## src/rtl/arbitro_display.sv

```systemverilog
`default_nettype none
// ============================================================================
// Module   : arbitro_display
// Purpose  : Round-robin arbiter sharing the 4-digit display's 16-bit input
//            among four sources, with a guaranteed on-screen dwell time.
// Revision : 1.0 - initial release
// ============================================================================
module arbitro_display #(
    parameter int unsigned TEMPO_MIN = 100_000_000
) (
    input  logic        clk,
    input  logic        reset_n,
    input  logic [3:0]  req,
    input  logic [15:0] dado0,
    input  logic [15:0] dado1,
    input  logic [15:0] dado2,
    input  logic [15:0] dado3,
    output logic [3:0]  ack,
    output logic [15:0] dado_display,
    output logic [1:0]  fonte_atual,
    output logic        ocupado
);

    typedef enum logic [1:0] {
        OCIOSO  = 2'd0,
        CONCEDE = 2'd1,
        EXIBE   = 2'd2
    } state_t;

    localparam logic [31:0] C_CONT_LOAD = 32'(TEMPO_MIN - 1);

    state_t      r_state;
    state_t      w_state_next;
    logic [1:0]  r_g;
    logic [1:0]  r_ultimo;
    logic [31:0] r_cont;
    logic [3:0]  r_ack;
    logic [15:0] r_dado;
    logic [1:0]  r_fonte;
    logic        r_ocupado;

    logic [1:0]  w_sel;
    logic        w_decide;
    logic [15:0] w_dado_g;

    // Scan from the highest offset down so the nearest requester after the
    // last-served source wins; offset 4 wraps back onto the last source itself.
    always_comb begin
        logic [1:0] w_idx;
        w_sel = r_ultimo;
        w_idx = r_ultimo;
        for (int k = 4; k >= 1; k--) begin
            w_idx = r_ultimo + 2'(k);
            if (req[w_idx]) begin
                w_sel = w_idx;
            end
        end
    end

    assign w_decide = (r_state == OCIOSO) || ((r_state == EXIBE) && (r_cont == 32'd0));

    always_comb begin
        w_dado_g = dado0;
        case (r_g)
            2'd0:    w_dado_g = dado0;
            2'd1:    w_dado_g = dado1;
            2'd2:    w_dado_g = dado2;
            default: w_dado_g = dado3;
        endcase
    end

    always_comb begin
        w_state_next = r_state;
        case (r_state)
            OCIOSO: begin
                if (|req) begin
                    w_state_next = CONCEDE;
                end
            end
            CONCEDE: begin
                w_state_next = EXIBE;
            end
            EXIBE: begin
                if (r_cont == 32'd0) begin
                    w_state_next = (|req) ? CONCEDE : OCIOSO;
                end
            end
            default: begin
                w_state_next = OCIOSO;
            end
        endcase
    end

    always_ff @(posedge clk) begin
        if (!reset_n) begin
            r_state <= OCIOSO;
        end else begin
            r_state <= w_state_next;
        end
    end

    always_ff @(posedge clk) begin
        if (!reset_n) begin
            r_g       <= 2'd0;
            r_ultimo  <= 2'd3;
            r_cont    <= 32'd0;
            r_ack     <= 4'd0;
            r_dado    <= 16'd0;
            r_fonte   <= 2'd0;
            r_ocupado <= 1'b0;
        end else begin
            r_ack     <= 4'd0;
            r_ocupado <= (w_state_next != OCIOSO);
            if (w_decide && (|req)) begin
                r_g <= w_sel;
            end
            if (r_state == CONCEDE) begin
                r_dado   <= w_dado_g;
                r_fonte  <= r_g;
                r_ack    <= 4'd1 << r_g;
                r_ultimo <= r_g;
                r_cont   <= C_CONT_LOAD;
            end else if ((r_state == EXIBE) && (r_cont != 32'd0)) begin
                r_cont <= r_cont - 32'd1;
            end
        end
    end

    assign ack          = r_ack;
    assign dado_display = r_dado;
    assign fonte_atual  = r_fonte;
    assign ocupado      = r_ocupado;

endmodule
`default_nettype wire

```

## config.mk

```make
export PLATFORM = sky130hd
export DESIGN_NAME = arbitro_display
export DESIGN_NICKNAME = d
export VERILOG_FILES = /design/src/rtl/arbitro_display.sv
export SDC_FILE = /design/constraint.sdc
export NUM_CORES = 1
export LEC_CHECK = 0
export BUFFER_PORTS_ARGS = -buffer_cell sky130_fd_sc_hd__buf_2
export CAP_MARGIN = 20
export CELL_PAD_IN_SITES_DETAIL_PLACEMENT = 0
export CELL_PAD_IN_SITES_GLOBAL_PLACEMENT = 1
export CORE_MARGIN = 2
export CORE_UTILIZATION = 38
export CTS_BUF_LIST = sky130_fd_sc_hd__clkbuf_16
export CTS_CLUSTER_DIAMETER = 120
export DETAILED_ROUTE_END_ITERATION = 6
export HOLD_SLACK_MARGIN = 0.1
export PLACE_DENSITY = 0.86
export SYNTH_ARGS = -nofsm -noshare
export SYNTH_HDL_FRONTEND = slang
export SYNTH_SLANG_ARGS = --single-unit
export TNS_END_PERCENT = 1
```

## constraint.sdc

```tcl
create_clock -name clk -period 2.8 [get_ports clk]
set_input_delay 0.28 -clock clk [delete_from_list [all_inputs] [get_ports clk]]
set_output_delay 0.28 -clock clk [all_outputs]
set_load 0.02 [all_outputs]
```

# Word-level counts from Yosys, hierarchy flattened
# Index checks and enable logic that the tools add are counted.
# word_totals
elab_cells	51
out_inout_bits	23
register_bits	61
inputBits	70
# classes
bitwise	1
order_cmp	3
n_addsub	4
n_eq_ne	4
muxes	16
shifts	1
reduce_logical	13
# ops
cell	n
two-way mux 27 bit	2
case mux 16 bit (3 select lines)	1
logical NOT 32 bit	1
nonzero test 32 bit	1
subtractor 32 x 1 -> 32 bit, second input constant	1
two-way mux 2 bit	5
< comparator 2 x 3 -> 1 bit, second input constant	3
binary-select mux 1 bit (select 2 bit)	3
case mux 2 bit (3 select lines)	1
adder 2 bit, second input constant	2
== test 2 x 1 -> 1 bit, second input constant	2
== test 2 bit, second input constant	2
logical NOT 2 bit	2
two-way mux 1 bit	4
nonzero test 2 bit	2
OR reduction 4 bit	1
<< shifter 1 x 2 -> 4 bit, first input constant	1
logical AND 1 bit	3
adder 2 x 1 -> 2 bit, second input constant	1
AND reduction 2 bit	1
OR reduction 2 bit	1
logical OR 1 bit	1
inverter 1 bit	1

# Depth between registers and ports, before layout
# depth
word_depth	6
depth_mapped	9
mapped_depth_nobuf	7

# Worst setup path before layout
# No wires, ideal clock.
# synth_timing
path_type	register -> register
from	reg r_cont[0]
to	reg r_cont[20]
path_slack_ns	0.327
arrival_time_ns	2.399
synth_period_minus_slack_ns	2.473
stages_incl_launch_ff	8
path_cell_list	dfxtp_1 inv_1 ha_1 or3b_2 nor4_4 nand3_1 or4b_2 a31oi_1
# synth_between
elab_chain_len	3
elab_cells_between_ends	6
# synth_lines
element	line	source
from (decl)	36	logic [31:0] r_cont;
from (signal assigned)	124	r_cont <= r_cont - 32'd1;
subtractor 32 x 1 -> 32 bit / nonzero test 32 bit (equally long branches)	124, 123	
two-way mux 27 bit / logical AND 1 bit (equally long branches)	123	end else if ((r_state == EXIBE) && (r_cont != 32'd0)) begin
two-way mux 27 bit / nonzero test 2 bit (equally long branches)	--	
# Several ways; a longest one is shown, not always the timed one. The select of a mux whose other input is x is not followed.
# A chain may end at the register's enable or synchronous reset.

# Worst setup path after layout
# Ends and elaborated chain as after synthesis.

==> flow_summary_export.csv <==
group,metric,value,unit
sta,final-hold-violation-count,0,
sta,timing.slew.headroom,0.5793,
cells_and_area,num-fill-cells,768,
yosys,syn-num-nets,428,
grt,via_count_of_the_first_global_routing_pass,2831,
place,place_congestion,0.8374,
yosys,syn_avg_cell_area,8.878,µm²
floorplan,floorplan.rows,33,
sta,final_max_slew_viol_count,0,
sta,worstMarginPinSlew,0.6282,ns
cells_and_area,layout.nets,519,
grt,overflow,0,
yosys,synth.lib_cells_used.distinct,54,
floorplan,chipWidth,95.33,µm
floorplan,start_util,0.3896,
route,post-route-drc-count,0,
status,status,"complete, no violations",
cells_and_area,sequential_cell_area,1221,µm²
power_and_ir_drop,share_seq_of_total_power,0.334,
cts,numClockSinks,61,
power_and_ir_drop,power.combinational.fraction,0.345,
yosys,synth.yosys.warnings,0,
power_and_ir_drop,power.switching,0.001253,W
yosys,synth.area.top_cells,"sky130_fd_sc_hd__dfxtp_1, sky130_fd_sc_hd__mux4_2, sky130_fd_sc_hd__nand2_1",
yosys,synth.top_cell.area_share,0.3853,
grt,pin_count_of_the_biggest_net_entering_global_routing,41,
cells_and_area,drive_above_1_share,0.3355,
worst_setup_path,critPathLaunchType,"register",
place,port_buffers,92,
hold_path,timing.hold.worst.class,"in2reg",
cts,clock_path_buffers,2,
route,route.detailed.vias_per_inst,5.618,
yosys,postSynth.asyncResetShare,0,
route,detail-route-antenna-nets,0,
floorplan,core_footprint,8134,µm²
yosys,synth_area_leader_cell,"sky130_fd_sc_hd__dfxtp_1",
worst_setup_path,r2r_startpoint,"r_cont[0]",
sta,fin_skew,0.006475,ns
cells_and_area,layout.cells.most_common,"sky130_fd_sc_hd__buf_2",
power_and_ir_drop,vdd_drop_max,0.3745,mV
route,postRouteWirelength,8.403,mm
worst_setup_path,crit_required,3.06,ns
grt,grt_usage,0.1911,
hold_path,worst_hold_startpoint,"reset_n",
cells_and_area,multi_input_comb_area,1815,µm²
power_and_ir_drop,cell_internal_pwr,0.002208,W
cts,clock-root-buffer,"sky130_fd_sc_hd__clkbuf_16",
power_and_ir_drop,clock_power_share,0.321,
cts,cts_setup_buffers,0,
hold_path,min_delay_path_depth,2,
cts,tritoncts.num_buffers,9,
cts,hold_buffers,0,
route,routed-via-count,3135,
cts,htreeDepth,3,
sta,finalCriticalPeriod,2.633,ns
worst_setup_path,rrSetupSlack,0.17,ns
power_and_ir_drop,pwr_density_cell,850.6,nW/µm²
floorplan,fp.dieArea,9087,µm²
sta,tns,0,ns
yosys,synth-edff-count,0,
worst_setup_path,setup.worst_path.class,"reg2reg",
cells_and_area,area_delta_synth_final,28.39,%
sta,timing.final.crit_share,0.9405,
sta,finalSetupViolations,0,
worst_setup_path,r2r.worst_path.cells,7,
sta,achievable-frequency,0.3797,GHz
route,dr.first_iter.drc_count,218,
power_and_ir_drop,switching_share,0.3621,
worst_setup_path,critical_path_fanout_max,7,
power_and_ir_drop,static-leakage-power,1.638,nW
place,post_dp_hpwl,5.977,mm
cts,path_clk_slew,0.06,ns
cts,clock_tree_from_tritoncts,"done",
floorplan,die_height,95.33,µm
cells_and_area,fin_util,0.5002,
grt,first_pass_grt_wire_length,13.53,mm
sta,grt_setup_unrepaired,"false",
worst_setup_path,r2r_end,"r_cont[20]",
hold_path,holdPathEnd,"r_ultimo[0]",
worst_setup_path,type_of_element_capturing_the_critical_path,"register",
floorplan,io_pins,93,
cells_and_area,antenna_cells_inserted,0,
cts,cts_resized,0,
yosys,post_synth_inst_count,357,
yosys,synth_area,3169,µm²
worst_setup_path,critical_path_arrival,2.89,ns
cells_and_area,layout_common_cells,"sky130_fd_sc_hd__buf_2, sky130_fd_sc_hd__dfxtp_1, sky130_fd_sc_hd__nand2_1",
route,avgRoutedWirePerCell,15.06,µm
yosys,synth.yosys.seq_area_share,0.3853,
grt,grt_antenna_before_repair,0,
route,detailedRoute.firstPassIterationCount,4,
cts,clock_insertion_delay_at_the_later_pin_of_the_skew_report,0.33,ns
run,cap_violations,0,
yosys,synthFlopType,"sky130_fd_sc_hd__dfxtp_1",
yosys,synth.ff_latch_count,61,
==> kinds of logic after synthesis <==
logic type,synth area share
buf+inv,0.04264
xor+xnor,0.01106
simple gates,0.2515
fa+ha+maj,0.003947
compound gates,0.1856
flops,0.3853
mux,0.1200
==> flip-flops by register name (all words and copies together), names as in the netlist <==
name and flops:
r_cont 32, dado_display 16, ack 4, fonte_atual 2, r_g 2, r_state 2
r_ultimo 2, ocupado 1
==> how the worst max path moves through the flow <==
| stage | from | to | cells past startpoint |
|---|---|---|---|
| 4_1_cts | r_cont[0] | r_cont[20] | 7 |
| 5_1_grt | r_cont[0] | r_cont[20] | 7 |
| 2_1_floorplan | r_cont[0] | r_cont[20] | 7 |
| 3_3_place_gp | r_cont[0] | r_cont[20] | 7 |
| 3_5_place_dp | r_cont[0] | r_cont[20] | 7 |
| 6_report | r_cont[0] | r_cont[20] | 7 |
==> metrics by stage <==
| step | worst slack [ns] | hold slack, ns | total power [W] | instances | instance area (µm²) |
|---|---|---|---|---|---|
| after CTS | 0.1512 | 0.2605 | 0.003477 | 558 | 4069 |
| final | 0.1666 | 0.2562 | 0.003461 | 558 | 4069 |
| after detailed placement | 0.1791 | 0.4434 | 0.002359 | 542 | 3769 |
| after global routing | 0.03966 | 0.2922 | 0.003666 | 558 | 4069 |
| after floorplan | 0.3266 | 0.4512 | 0.002004 | 357 | 3169 |
| after global placement | 0.2507 | 0.4391 | 0.002333 | 542 | 3769 |
==> power groups by stage <==
stage | Combinational [W] | Sequential [W] | Clock, W
after floorplan | 0.000827 | 0.00118 | 0
after global placement | 0.00117 | 0.00116 | 0
after detailed placement | 0.00119 | 0.00117 | 0
after CTS | 0.00120 | 0.00115 | 0.00113
after global routing | 0.00132 | 0.00118 | 0.00116
final | 0.00119 | 0.00116 | 0.00111
==> metal layers <==
| metal | track usage | wire length [µm] | vias to the layer above | part of all wire |
|---|---|---|---|---|
| met1 | 0.2553 | 3721 | 1491 | 0.44 |
| li1 | - | - | 1549 | - |
| met5 | 0 | 0 | - | 0 |
| met2 | 0.3011 | 4050 | 85 | 0.48 |
| met3 | 0.05296 | 507 | 10 | 0.060 |
| met4 | 0.05797 | 124 | 0 | 0.015 |
==> cells in the mapped netlist (all sizes together), types with 3 or more instances <==
master / number
a41o: 3
nand4: 4
a21oi: 34
or4: 14
nand2: 50
a31oi: 16
nand3: 8
dfxtp: 61
nand2b: 5
nor2: 22
nor3: 7
nor2b: 3
o21ai: 10
or3: 11
o31ai: 10
mux4: 16
inv: 8
nor4: 10
o41ai: 4
buf: 8
clkbuf: 17
==> critical path: stages, from the launching register on <==
cell                      delay (ns)
sky130_fd_sc_hd__dfxtp_1        0.35
sky130_fd_sc_hd__inv_1          0.07
sky130_fd_sc_hd__ha_1           0.19
sky130_fd_sc_hd__or3b_2         0.51
sky130_fd_sc_hd__nor4_4         0.40
sky130_fd_sc_hd__nand3_1        0.21
sky130_fd_sc_hd__or4b_2         0.66
sky130_fd_sc_hd__a31oi_1        0.17
==> area by class of cell <==
class / instances / area share
Inverter: 8 / 0.007380
Tap cell: 105 / 0.03229
Clock buffer: 9 / 0.05535
Sequential cell: 61 / 0.3001
Timing Repair Buffer: 105 / 0.1402
Clock inverter: 7 / 0.01845
Multi-Input combinational cell: 263 / 0.4462
Power figures use the tool's default switching activity.
